`config.mk`:
```
export PLATFORM = sky130hd
export DESIGN_NAME = dram_wr_rd_seq
export DESIGN_NICKNAME = d
export VERILOG_FILES = /design/src/rtl/dram_wr_rd_seq.sv
export SDC_FILE = /design/constraint.sdc
export NUM_CORES = 1
export LEC_CHECK = 0
export CAP_MARGIN = 30
export CORE_ASPECT_RATIO = 0.9
export CORE_MARGIN = 8
export CORE_UTILIZATION = 50
export DETAILED_ROUTE_END_ITERATION = 12
export GPL_TIMING_DRIVEN = 1
export PLACE_DENSITY = 0.82
export RECOVER_POWER = 100
export REMOVE_ABC_BUFFERS = 1
export SKIP_CTS_REPAIR_TIMING = 1
export SYNTH_ARGS = -nofsm -noshare
export SYNTH_HDL_FRONTEND = slang
export SYNTH_SLANG_ARGS = --single-unit
```
`constraint.sdc`:
```
create_clock -name clk -period 4.5 [get_ports clk]
set_input_delay 0.675 -clock clk [delete_from_list [all_inputs] [get_ports clk]]
set_output_delay 0.675 -clock clk [all_outputs]
set_load 0.02 [all_outputs]
```
`src/rtl/dram_wr_rd_seq.sv`:
```
// dram_wr_rd_seq
//   Sequences one DRAM row operation per accepted start. The row address is
//   sent serially MSB first, then data is written, then the row is read back
//   and compared. The mode input selects write+read, write only or read only.
//
// States:
//   IDLE    | waiting for start; all strobes low
//   SHIFT_W | serial address shift ahead of a write (ADDR_W cycles)
//   WSETUP  | write data presented, one cycle before the enable
//   WRITE   | WRI_EN high for T_WR cycles
//   WRECOV  | one-cycle recovery; write-done flag raised on entry
//   SHIFT_R | serial address shift ahead of a read (ADDR_W cycles)
//   RDEN    | RD_EN only, T_SA cycles of bitline development
//   SENSE   | RD_EN and VSAEN for T_VS cycles; read data captured at the end
//   DONE    | one cycle; read-done and compare flags raised on entry
//
// Ports:
//   clk, rst_n (sync, active low), start, mode[1:0], cfg_addr, cfg_data,
//   DRAM16_data                                     -- inputs
//   ADD_IN, ADD_VALID_IN, D_IN, DATA_VALID_IN,
//   WRI_EN, RD_EN, VSAEN                             -- array interface
//   busy, WT_DONE_LED, RD_DONE_LED, mismatch, rd_data_q -- status
//
// Every output is registered and is computed from the next state, so an
// output changes on the same edge at which its state is entered.

module dram_wr_rd_seq #(
  parameter int ADDR_W = 6,
  parameter int T_WR   = 4,
  parameter int T_SA   = 3,
  parameter int T_VS   = 2
) (
  input  logic              clk,
  input  logic              rst_n,
  input  logic              start,
  input  logic [1:0]        mode,
  input  logic [ADDR_W-1:0] cfg_addr,
  input  logic [15:0]       cfg_data,
  input  logic [15:0]       DRAM16_data,
  output logic              ADD_IN,
  output logic              ADD_VALID_IN,
  output logic [15:0]       D_IN,
  output logic              DATA_VALID_IN,
  output logic              WRI_EN,
  output logic              RD_EN,
  output logic              VSAEN,
  output logic              busy,
  output logic              WT_DONE_LED,
  output logic              RD_DONE_LED,
  output logic              mismatch,
  output logic [15:0]       rd_data_q
);

  localparam int MAX_AW = (ADDR_W > T_WR) ? ADDR_W : T_WR;
  localparam int MAX_SV = (T_SA > T_VS) ? T_SA : T_VS;
  localparam int MAX_T  = (MAX_AW > MAX_SV) ? MAX_AW : MAX_SV;
  localparam int CNT_W  = $clog2(MAX_T + 1);

  // Down-counter reload values: a phase of N cycles loads N-1 and ends at 0.
  localparam logic [CNT_W-1:0] LD_ADDR = CNT_W'(ADDR_W - 1);
  localparam logic [CNT_W-1:0] LD_WR   = CNT_W'(T_WR - 1);
  localparam logic [CNT_W-1:0] LD_SA   = CNT_W'(T_SA - 1);
  localparam logic [CNT_W-1:0] LD_VS   = CNT_W'(T_VS - 1);

  typedef enum logic [3:0] {
    IDLE, SHIFT_W, WSETUP, WRITE, WRECOV, SHIFT_R, RDEN, SENSE, DONE
  } state_t;

  state_t            state_q, state_d;
  logic [CNT_W-1:0]  cnt_q, cnt_d;
  logic [ADDR_W-1:0] addr_q, addr_d;
  logic [ADDR_W-1:0] sh_q, sh_d;
  logic [15:0]       data_q, data_d;
  logic              wr_only_q, wr_only_d;
  logic              add_in_d;
  logic              accept;
  logic              capture;
  logic              tc;

  assign tc = (cnt_q == '0);

  always_comb begin
    state_d   = state_q;
    cnt_d     = tc ? cnt_q : cnt_q - 1'b1;
    addr_d    = addr_q;
    sh_d      = sh_q;
    data_d    = data_q;
    wr_only_d = wr_only_q;
    add_in_d  = 1'b0;
    accept    = 1'b0;
    capture   = 1'b0;

    case (state_q)
      IDLE: begin
        if (start) begin
          accept    = 1'b1;
          addr_d    = cfg_addr;
          data_d    = cfg_data;
          wr_only_d = (mode == 2'b01);
          // The first address bit goes out on the entry edge itself.
          add_in_d  = cfg_addr[ADDR_W-1];
          sh_d      = cfg_addr << 1;
          cnt_d     = LD_ADDR;
          state_d   = (mode == 2'b10) ? SHIFT_R : SHIFT_W;
        end
      end
      SHIFT_W: begin
        if (tc) begin
          state_d = WSETUP;
          cnt_d   = '0;
        end else begin
          add_in_d = sh_q[ADDR_W-1];
          sh_d     = sh_q << 1;
        end
      end
      WSETUP: begin
        state_d = WRITE;
        cnt_d   = LD_WR;
      end
      WRITE: begin
        if (tc) begin
          state_d = WRECOV;
          cnt_d   = '0;
        end
      end
      WRECOV: begin
        if (wr_only_q) begin
          state_d = DONE;
          cnt_d   = '0;
        end else begin
          // The shift register was consumed by the write pass; reload it
          // from the latched address for the read pass.
          state_d  = SHIFT_R;
          cnt_d    = LD_ADDR;
          add_in_d = addr_q[ADDR_W-1];
          sh_d     = addr_q << 1;
        end
      end
      SHIFT_R: begin
        if (tc) begin
          state_d = RDEN;
          cnt_d   = LD_SA;
        end else begin
          add_in_d = sh_q[ADDR_W-1];
          sh_d     = sh_q << 1;
        end
      end
      RDEN: begin
        if (tc) begin
          state_d = SENSE;
          cnt_d   = LD_VS;
        end
      end
      SENSE: begin
        if (tc) begin
          state_d = DONE;
          cnt_d   = '0;
          capture = 1'b1;
        end
      end
      DONE: begin
        state_d = IDLE;
        cnt_d   = '0;
      end
      default: begin
        state_d = IDLE;
        cnt_d   = '0;
      end
    endcase
  end

  always_ff @(posedge clk) begin
    if (!rst_n) begin
      state_q       <= IDLE;
      cnt_q         <= '0;
      addr_q        <= '0;
      sh_q          <= '0;
      data_q        <= '0;
      wr_only_q     <= 1'b0;
      ADD_IN        <= 1'b0;
      ADD_VALID_IN  <= 1'b0;
      D_IN          <= '0;
      DATA_VALID_IN <= 1'b0;
      WRI_EN        <= 1'b0;
      RD_EN         <= 1'b0;
      VSAEN         <= 1'b0;
      busy          <= 1'b0;
      WT_DONE_LED   <= 1'b0;
      RD_DONE_LED   <= 1'b0;
      mismatch      <= 1'b0;
      rd_data_q     <= '0;
    end else begin
      state_q       <= state_d;
      cnt_q         <= cnt_d;
      addr_q        <= addr_d;
      sh_q          <= sh_d;
      data_q        <= data_d;
      wr_only_q     <= wr_only_d;
      ADD_IN        <= add_in_d;
      ADD_VALID_IN  <= (state_d == SHIFT_W) || (state_d == SHIFT_R);
      DATA_VALID_IN <= (state_d == WSETUP) || (state_d == WRITE);
      D_IN          <= ((state_d == WSETUP) || (state_d == WRITE)) ? data_d : '0;
      WRI_EN        <= (state_d == WRITE);
      RD_EN         <= (state_d == RDEN) || (state_d == SENSE);
      VSAEN         <= (state_d == SENSE);
      busy          <= (state_d != IDLE);

      if (accept) begin
        WT_DONE_LED <= 1'b0;
        RD_DONE_LED <= 1'b0;
        mismatch    <= 1'b0;
      end
      if ((state_d == WRECOV) && (state_q != WRECOV))
        WT_DONE_LED <= 1'b1;
      // The compare uses the word being captured on this same edge, which is
      // exactly what rd_data_q holds during DONE.
      if (capture) begin
        rd_data_q   <= DRAM16_data;
        RD_DONE_LED <= 1'b1;
        mismatch    <= (DRAM16_data != data_q);
      end
    end
  end

endmodule

```
Word-level counts from Yosys, hierarchy flattened
Index checks and enable logic that the tools add are counted.
Widths: inputs -> output; s select.

storage, ports and cells
  register bits after elaboration = 78
  bits of input ports = 43
  output and inout bits = 42

operators by class
  add/subtract/negate cells = 1
  eq/ne operators = 21
  multiplexer cells = 34
  reduce and logical (&&, ||, !) cells = 15

operator list
  kind                number
  $eq 4x3->1 const B  8
  $mux 16             2
  $pmux 4 s8          1
  $mux 4              7
  $mux 3              7
  $mux 6              3
  $pmux 3 s6          1
  $pmux 6 s3          1
  $eq 4x2->1 const B  4
  $ne 16x16->1        1
  $mux 1              11
  $eq 4x1->1 const B  2
  $ne 2x2->1 const B  3
  $logic_not 4->1     1
  $ne 4x3->1 const B  1
  $reduce_and 2->1    2
  $reduce_and 4->1    1
  $reduce_bool 2->1   2
  $reduce_bool 4->1   1
  $logic_not 3->1     1
  $logic_or 1x1->1    3
  $pmux 1 s3          1
  $reduce_bool 3->1   1
  $reduce_or 3->1     1
  other kinds (5)     5

Depth between registers and ports, before layout
Gate-level depths: netlist (run 1).

  depth after elaboration = 7
  depth in mapped cells = 9

Worst setup path before layout (run 1)
No wires, ideal clock.

  path kind = input -> register
  start point = input start
  end point = register data_q[10]
  library setup time = 0.128 ns
  arrival = 1.606 ns
  required time = 4.372 ns
  setup slack = 2.766 ns
  stages on the path = 6
  path through = nor2b_1 -> and3_1 -> buf_4 -> buf_6 -> mux2i_1 -> nor2_1

between the ends
  cells in the longest elaborated chain, start to end = 2

RTL lines
  item                    RTL line  RTL
  start: declaration      35        input logic start,
  $mux 16                 95        if (start) begin
  $mux 16                 93        case (state_q)
  end signal: assignment  197       data_q <= data_d;
  end: declaration        73        logic [15:0] data_q, data_d;

No other way between the ends.
A chain may end at the register's enable or synchronous reset.

Worst setup path after layout (run 1)
  start point = register state_q[1]
  end point = register rd_data_q[4]

between the ends
  cells in the longest elaborated chain, start to end = 2

RTL lines
  item                      RTL line  RTL
  start: declaration        69        state_t state_q, state_d;
  start signal: assignment  193       state_q <= state_d;
  $eq 4x3->1                93
  $mux 1                    93
  end signal: assignment    218       rd_data_q <= DRAM16_data;
  end: declaration          51        output logic [15:0] rd_data_q

No other way between the ends.

==> reports/qor.csv, run 1 <==
metric;value;unit
slew_headroom;0.179;
synth_top_family_by_area;simple AND/OR/NAND/NOR gates;
synth_area_leaders;dfxtp_1 47%, mux2i_1 9.8%, xnor2_1 4.8%, nor2_1 4.6%, nor3_2 4.0%;
drc_errors;0;
dp_cells;480;
sequentialPowerShare;0.407;
wl_per_cell;16.3;µm
cts_max_level;3;
drt_first_iter_violations;157;
cts_root_buffer;clkbuf_8;
hpwl;5.78;mm
synth_top_area_frac;0.471;
synth_area;0.00327;mm²
hp-start;addr_q[2];
grt-ovfl-total;0;
avgSynthCellArea;10.1;µm²
wl;8.09;mm
synth_most_common_cell;dfxtp_1;
n_fill_cell;529;
synth_edf_count;0;
combPwrFrac;0.332;
cp.required;4.69;ns
dieArea;0.00939;mm²
grt_pass1_wl;13.3;mm
clkLatencyLatePin;0.34;ns
worst_slew_pin_slew;1.23;ns
core_area;0.00645;mm²
stdcell_area;0.00428;mm²
cts_sinks;77;
dr.pass1.iters;4;
postRouteAntennaNets;0;
crit_fanout;16;
ys_seq_area_frac;0.471;
portBuffers;84;
setup.worst_path.start_class;register;
swShare;0.351;
setup_tns;0;ns
fmax;0.306;GHz
maxCapViolCount;0;
vdd_drop_max;0.253;mV
crit_type;register to register;
cts_tree;done;
p_sw;767;µW
setup-violations-final;0;
die_w;101;µm
synth-xor-area-share;0.0482;
hold_viol_final;0;
drive_above_1_share;0.0936;
hold_depth;2;
drv_slew;0;
fin_nets;448;
syn-instance-count;323;
seq_area;0.00154;mm²
p_per_area;512;mW/mm²
die_h;92.7;µm
yosys.area_share.adder;0.0153;
synth-seq-cells;77;
finalPower;2.19;mW
gp_congestion;0.829;
finalHoldWorstSlack;0.461;ns
internal_power;1.42;mW
antenna_found_initial;0;
synth_compound_area_frac;0.101;
grt_pass1_vias;2738;
startpoint;state_q[1];
ys_types;55;
worst_setup_path_end_kind;register;
arrival;3.46;ns
reg2reg_from;state_q[1];
synth.area.mux_share;0.101;
synth_warnings;0;
vias;2556;
cts_buffers;9;
start_util;0.508;
viasPerCell;5.15;
n_antenna_cell;0;
instances_no_fill;496;
pwr-share-clk;0.261;
clk_pin_slew;0.08;ns
ios;85;
post-route-util;0.663;
synth-main-ff-cell;dfxtp_1;
cts_max_path_buffers;2;
rsz0062_at_grt;false;
rows;28;
grt_max_degree;24;
gr-usage-all-layers;0.178;
period_share;0.727;
pre_cts_slack;1.72;ns
multi_input_area;0.00149;mm²
synthArstFlopShare;0;
yosys.area_share.simple;0.202;
finalClockSkew;0.00517;ns
worstRegToRegCells;5;
outcome;finished clean;
synth_area_leader_cell;dfxtp_1;
min_path_type;register to register;
power_leakage;1.62;nW
placed_area;0.00411;mm²
area_delta_synth_final;30.7;%
setup_slack;1.23;ns
fin_crit;3.27;ns
synth_top_cells_by_count;77 x dfxtp_1, 40 x nor2_1, 32 x mux2i_1;
## layout by cell type, fill, tap and decap left out, types with 3 or more instances in the layout
cell              n
nand2_1          19
mux2i_1          32
nand4_1           4
nor2b_1           5
a21oi_1          16
nor2_1           40
a31oi_1           4
inv_2             4
clkdlybuf4s50_1  40
clkbuf_8          9
nor3b_1           3
nand2b_1          5
dlygate4sd3_1    44
o21ai_0           7
nor3_1           11
xnor2_1          18
clkbuf_1          6
dfxtp_1          77
a22oi_1           5
ha_1              4
nor3_2            8
## state kept, by name, summed over array words and instances, names as in the netlist
name	count
WT_DONE_LED	1
sh_q	5
addr_q	6
ADD_VALID_IN	1
wr_only_q	1
RD_EN	1
VSAEN	1
cnt_q	3
data_q	16
WRI_EN	1
RD_DONE_LED	1
rd_data_q	16
mismatch	1
D_IN	16
state_q	4
ADD_IN	1
busy	1
DATA_VALID_IN	1
## layout make-up
class | instances | area share
sequential | 77 | 0.361
inverter | 8 | 0.00732
clock inverter | 5 | 0.0196
multi-input combinational | 216 | 0.349
clock buffer | 11 | 0.0307
timing repair buffer | 89 | 0.207
tap | 90 | 0.0263
## kinds of logic (layout without fill, tap and decap cells)
group,after synthesis,in the layout
muxes,33,33
DFF,77,77
adders and majority gates,4,4
buffers and inverters,30,113
xor gates and xnor gates,18,18
AOI/OAI and AO/OA,48,48
and+or+nand+nor,113,113
## power groups by stage
| stage | Clock [mW] | Combinational [mW] | Sequential, mW |
|---|---|---|---|
| finish | 0.571 | 0.726 | 0.891 |
| global route | 0.613 | 0.801 | 0.908 |
| CTS | 0.583 | 0.769 | 0.894 |
| detailed placement | 0 | 0.763 | 0.909 |
| global placement | 0 | 0.724 | 0.905 |
| floorplan | 0 | 0.471 | 0.929 |
## routing by layer
| metal | vias to the layer above | share of wire | track usage |
|---|---|---|---|
| met5 | - | 0 | 0 |
| met4 | 0 | 0.012 | 0.0421 |
| met3 | 10 | 0.096 | 0.0922 |
| met2 | 82 | 0.46 | 0.282 |
| met1 | 1193 | 0.43 | 0.209 |
| li1 | 1271 | - | - |
## worst max-delay path, cell delays in order (launching register included)
cell and delay, ns:
dfxtp_1 0.77, clkinvlp_2 0.51, nor4_4 0.78, clkbuf_1 0.73, mux2i_1 0.26, nor2_1 0.07
## final timing paths
check | slack [ns] | end
worst max-delay path | 1.23 | rd_data_q[4]
worst min register to register | 0.46 | addr_q[2]
worst max register to register | 1.23 | rd_data_q[4]
worst min-delay path | 0.46 | addr_q[2]
Power figures use the tool's default switching activity.
==> run 2: changes to the inputs <==
--- a/config.mk
+++ b/config.mk
@@ -8,10 +8,10 @@
 export CAP_MARGIN = 30
 export CORE_ASPECT_RATIO = 0.9
 export CORE_MARGIN = 8
-export CORE_UTILIZATION = 50
+export CORE_UTILIZATION = 48
 export DETAILED_ROUTE_END_ITERATION = 12
 export GPL_TIMING_DRIVEN = 1
-export PLACE_DENSITY = 0.82
+export PLACE_DENSITY = 0.79
 export RECOVER_POWER = 100
 export REMOVE_ABC_BUFFERS = 1
 export SKIP_CTS_REPAIR_TIMING = 1
==> constraint.sdc (replaced) <==
create_clock -name clk -period 3.35 [get_ports clk]
set_input_delay 0.5025 -clock clk [delete_from_list [all_inputs] [get_ports clk]]
set_output_delay 0.5025 -clock clk [all_outputs]
set_load 0.02 [all_outputs]
==> reports/qor.csv, run 2 (synthesized netlist as in run 1, its figures left out) <==
metric;value;unit;change
outcome;finished clean;;
ios;85;;unchanged
finalHoldWorstSlack;0.465;ns;+0.00357 ns
sequentialPowerShare;0.434;;+0.027
worst_slew_pin_slew;1.23;ns;+0.000741 ns
n_antenna_cell;0;;unchanged
finalClockSkew;0.0128;ns;+0.00764 ns
cts_sinks;77;;unchanged
die_w;103;µm;+1.7%
cts_tree;done;;
drt_first_iter_violations;88;;-44%
power_leakage;1.61;nW;-0.76%
cts_buffers;9;;unchanged
grt_pass1_vias;2588;;-5.5%
core_area;0.00659;mm²;+2.2%
dr.pass1.iters;4;;unchanged
dieArea;0.00972;mm²;+3.5%
postRouteAntennaNets;0;;unchanged
multi_input_area;0.00149;mm²;-0.34%
clkLatencyLatePin;0.33;ns;about the same
period_share;0.737;;+0.0101
start_util;0.497;;-0.0108
wl_per_cell;15.8;µm;-2.8%
die_h;94.3;µm;+1.7%
crit_type;register to register;;
fin_crit;2.47;ns;-0.802 ns
fmax;0.405;GHz;+32%
final_common_cell;dfxtp_1;;
startpoint;state_q[0];;
hpwl;5.73;mm;-0.91%
pre_cts_slack;0.882;ns;-0.834 ns
viasPerCell;5.14;;-0.32%
cp.required;3.52;ns;-1.17 ns
reg2reg_to;VSAEN;;
rsz0062_at_grt;false;;
layout_common_cells;77 x dfxtp_1, 43 x dlygate4sd3_1, 42 x nor2_1;;
slew_headroom;0.179;;-0.000494
p_sw;1.01;mW;+31%
clk_pin_slew;0.08;ns;about the same
grt_max_degree;44;;+83%
internal_power;1.76;mW;+24%
portBuffers;84;;unchanged
wl;7.88;mm;-2.6%
met1_length;3.26;mm;-6.6%
cts_max_path_buffers;2;;unchanged
arrival;2.64;ns;-0.82 ns
met2_length;3.57;mm;-4.3%
antenna_found_initial;0;;unchanged
setup-violations-final;0;;unchanged
rows;28;;unchanged
grt-ovfl-total;0;;unchanged
p_per_area;655;mW/mm²;+28%
n_fill_cell;557;;+5.3%
gp_congestion;0.798;;-3.8%
crit_end;VSAEN;;
crit_fanout;21;;+5
vdd_drop_max;0.395;mV;+56%
seq_area;0.00154;mm²;unchanged
maxCapViolCount;0;;unchanged
hold_viol_final;0;;unchanged
setup.worst_path.start_class;register;;
dr.max_layer_used;met4;;
cts_root_buffer;clkbuf_8;;
gr-usage-all-layers;0.170;;-0.00826
min_path_type;register to register;;
drive_above_1_share;0.0958;;+0.00223
cts_max_level;3;;unchanged
reg2reg_from;state_q[0];;
swShare;0.363;;+0.0127
r2r_setup_slack;0.88;ns;-0.35 ns
drv_slew;0;;unchanged
setup_slack;0.880;ns;-0.348 ns
area_delta_synth_final;29.1;%;
setup_tns;0;ns;unchanged
wl_met3;989;µm;+28%
pwr-share-clk;0.222;;-0.039
fin_nets;449;;+0.22%
drc_errors;0;;unchanged
worstRegToRegCells;5;;unchanged
top_regs;D_IN (16), data_q (16), rd_data_q (16);;
vias;2553;;-0.12%
grt_pass1_wl;12.9;mm;-3.4%
combPwrFrac;0.344;;+0.012
worst_setup_path_end_kind;register;;
## run 2: layout make-up
cell class / count / share of cell area
clock inverter: 5 / 0.00829
sequential: 77 / 0.365
clock buffer: 11 / 0.0335
multi-input combinational: 216 / 0.352
timing repair buffer: 90 / 0.207
inverter: 8 / 0.00770
tap: 90 / 0.0267
## run 2: worst min path at each step
stage | startpoint | endpoint | cells past startpoint
after floorplan | addr_q[5] | addr_q[5] | 2
after global placement | addr_q[5] | addr_q[5] | 2
after detailed placement | addr_q[0] | addr_q[0] | 2
after CTS | addr_q[0] | addr_q[0] | 2
after global routing | addr_q[0] | addr_q[0] | 2
final | addr_q[3] | addr_q[3] | 2
## run 2: through the flow
stage | area [µm²] | power (mW) | util | instances
floorplan | 3100 | 1.88 | - | 301
global placement | 4100 | 2.20 | 0.623 | 481
detailed placement | 4100 | 2.23 | 0.623 | 481
CTS | 4280 | 2.85 | 0.650 | 497
global route | 4220 | 2.94 | 0.641 | 497
finish | 4220 | 2.77 | 0.641 | 497
## run 2: worst max-delay path: stages, from the launching register on
cell      delay [ns]
dfxtp_1         0.75
nand3b_2        0.26
xnor2_1         0.18
nand2b_1        0.09
clkbuf_1        0.90
nor3b_1         0.12
## run 2: layer usage
layer  vias to the layer above  global-route usage
met2                        99               0.262
li1                       1272                   -
met4                         0              0.0421
met5                         -                   0
met1                      1176               0.201
met3                         6              0.0963
## run 2: power by group through the flow
stage,sequential [mW],combinational [mW],clock [mW]
finish,1.20,0.952,0.614
global route,1.22,1.06,0.668
CTS,1.20,1.01,0.635
detailed placement,1.22,1.01,0
global placement,1.22,0.983,0
floorplan,1.25,0.633,0
==> run 3: changes to the inputs <==
==> constraint.sdc (replaced) <==
create_clock -name clk -period 2.5 [get_ports clk]
set_input_delay 0.375 -clock clk [delete_from_list [all_inputs] [get_ports clk]]
set_output_delay 0.375 -clock clk [all_outputs]
set_load 0.02 [all_outputs]
==> reports/qor.csv, run 3 (synthesized netlist as in run 1, its figures left out) <==
metric;value;unit;change
post-route-util;0.649;;+0.00760
fin_crit;2.15;ns;-0.321 ns
setup.worst_path.start_class;register;;
fmax;0.465;GHz;+15%
area_delta_synth_final;30.6;%;
vias;2655;;+4.0%
crit_type;register to register;;
hpwl;6.09;mm;+6.3%
drv_slew;0;;unchanged
drt_first_iter_violations;130;;+48%
portBuffers;84;;unchanged
worstRegToRegCells;8;;+3
maxCapViolCount;0;;unchanged
n_antenna_cell;0;;unchanged
cts_max_level;3;;unchanged
combPwrFrac;0.329;;-0.015
cp.required;2.73;ns;-0.79 ns
final_common_cell;dfxtp_1;;
reg2reg_to;busy;;
slew_headroom;0.418;;+0.239
setup_tns;0;ns;unchanged
setup_slack;0.351;ns;-0.529 ns
grt_pass1_vias;2771;;+7.1%
critPathSlowestCell;o31a_1;;
dp_cells;486;;+1.0%
swShare;0.341;;-0.0223
setup-violations-final;0;;unchanged
drc_errors;0;;unchanged
wl_per_cell;16.7;µm;+5.4%
startpoint;cnt_q[0];;
die_h;94.3;µm;unchanged
dr.pass1.iters;5;;+1
r2r_setup_slack;0.35;ns;-0.53 ns
drive_above_1_share;0.0874;;-0.00844
cts_tree;done;;
whs_endpoint;addr_q[5];;
ios;85;;unchanged
power_leakage;1.65;nW;+2.4%
fin_nets;454;;+1.1%
period_share;0.859;;+0.122
cts_max_path_buffers;2;;unchanged
internal_power;2.59;mW;+47%
clk_pin_slew;0.07;ns;about the same
p_sw;1.34;mW;+34%
dieArea;0.00972;mm²;unchanged
arrival;2.38;ns;-0.26 ns
instances_no_fill;502;;+1.0%
antenna_found_initial;0;;unchanged
hold_depth;2;;unchanged
top_regs;D_IN (16), data_q (16), rd_data_q (16);;
start_util;0.497;;unchanged
layout_common_cells;77 x dfxtp_1, 42 x clkdlybuf4s50_1, 42 x dlygate4sd3_1;;
pre_cts_slack;0.389;ns;-0.493 ns
crit_path_max_incr_delay;0.35;ns;-0.55 ns
cts_buffers;9;;unchanged
wl;8.39;mm;+6.5%
core_area;0.00659;mm²;unchanged
gp_congestion;0.860;;+7.8%
p_per_area;920;mW/mm²;+41%
grt_pass1_wl;13.8;mm;+7.1%
hp-start;addr_q[5];;
cts_sinks;77;;unchanged
gr-usage-all-layers;0.182;;+0.0116
cts_root_buffer;clkbuf_8;;
sequentialPowerShare;0.403;;-0.031
pwr-share-clk;0.268;;+0.046
cp_cell_sequence;inv_1 -> ha_1 -> and2b_1 -> inv_2 -> a21oi_2 -> o221ai_1 -> clkbuf_2 -> o31a_1;;
grt_max_degree;44;;unchanged
grt-ovfl-total;0;;unchanged
viasPerCell;5.29;;+3.0%
die_w;103;µm;unchanged
clkLatencyLatePin;0.34;ns;about the same
postRouteAntennaNets;0;;unchanged
vdd_drop_max;0.422;mV;+6.7%
worst_setup_path_end_kind;register;;
worst_slew_pin_slew;0.871;ns;-0.361 ns
outcome;finished clean;;
finalClockSkew;0.00946;ns;-0.00335 ns
rows;28;;unchanged
hold_viol_final;0;;unchanged
reg2reg_from;cnt_q[0];;
rsz0062_at_grt;false;;
crit_fanout;14;;-33%
min_path_type;register to register;;
## run 3: critical path, delay by kind of cell (launching register included)
family	cells	cell delay, ns
flops	1	0.32
buf+inv	3	0.51
simple gates	1	0.26
fa+ha+maj	1	0.25
compound gates	3	0.69
## run 3: worst max-delay path by stage
stage	slack [ns]	depth (start not counted)	to
finish	0.35	8	busy
floorplan	0.26	4	rd_data_q[0]
global placement	0.47	6	data_q[8]
detailed placement	0.39	6	data_q[6]
CTS	0.48	5	rd_data_q[2]
global route	0.20	5	VSAEN
## run 3: area by class of cell
type	instances	area [µm²]
inverter	8	32.5
fill	588	2310
clock buffer	13	159
sequential	77	1540
timing repair buffer	95	910
tap	90	113
clock inverter	3	67.6
multi-input combinational	216	1450
## run 3: routing by layer
| metal | up-vias | track usage | wire, µm |
|---|---|---|---|
| li1 | 1282 | - | - |
| met1 | 1275 | 0.208 | 3460 |
| met2 | 87 | 0.298 | 3980 |
| met3 | 11 | 0.0874 | 856 |
| met4 | 0 | 0.0469 | 84 |
| met5 | - | 0 | 0 |
## run 3: stage by stage
stage	power, mW	hold slack (ns)	instance area [µm²]
final	3.93	0.464	4270
after global routing	4.15	0.488	4270
after CTS	4.09	0.465	4380
after detailed placement	3.02	0.455	4150
after global placement	2.99	0.442	4150
after floorplan	2.52	0.437	3100
## run 3: power groups by stage
stage / clock network, mW / logic, mW / registers [mW]
finish: 1.05 / 1.29 / 1.59
global route: 1.12 / 1.42 / 1.61
floorplan: 0 / 0.848 / 1.67
CTS: 1.07 / 1.42 / 1.59
global placement: 0 / 1.37 / 1.61
detailed placement: 0 / 1.41 / 1.62
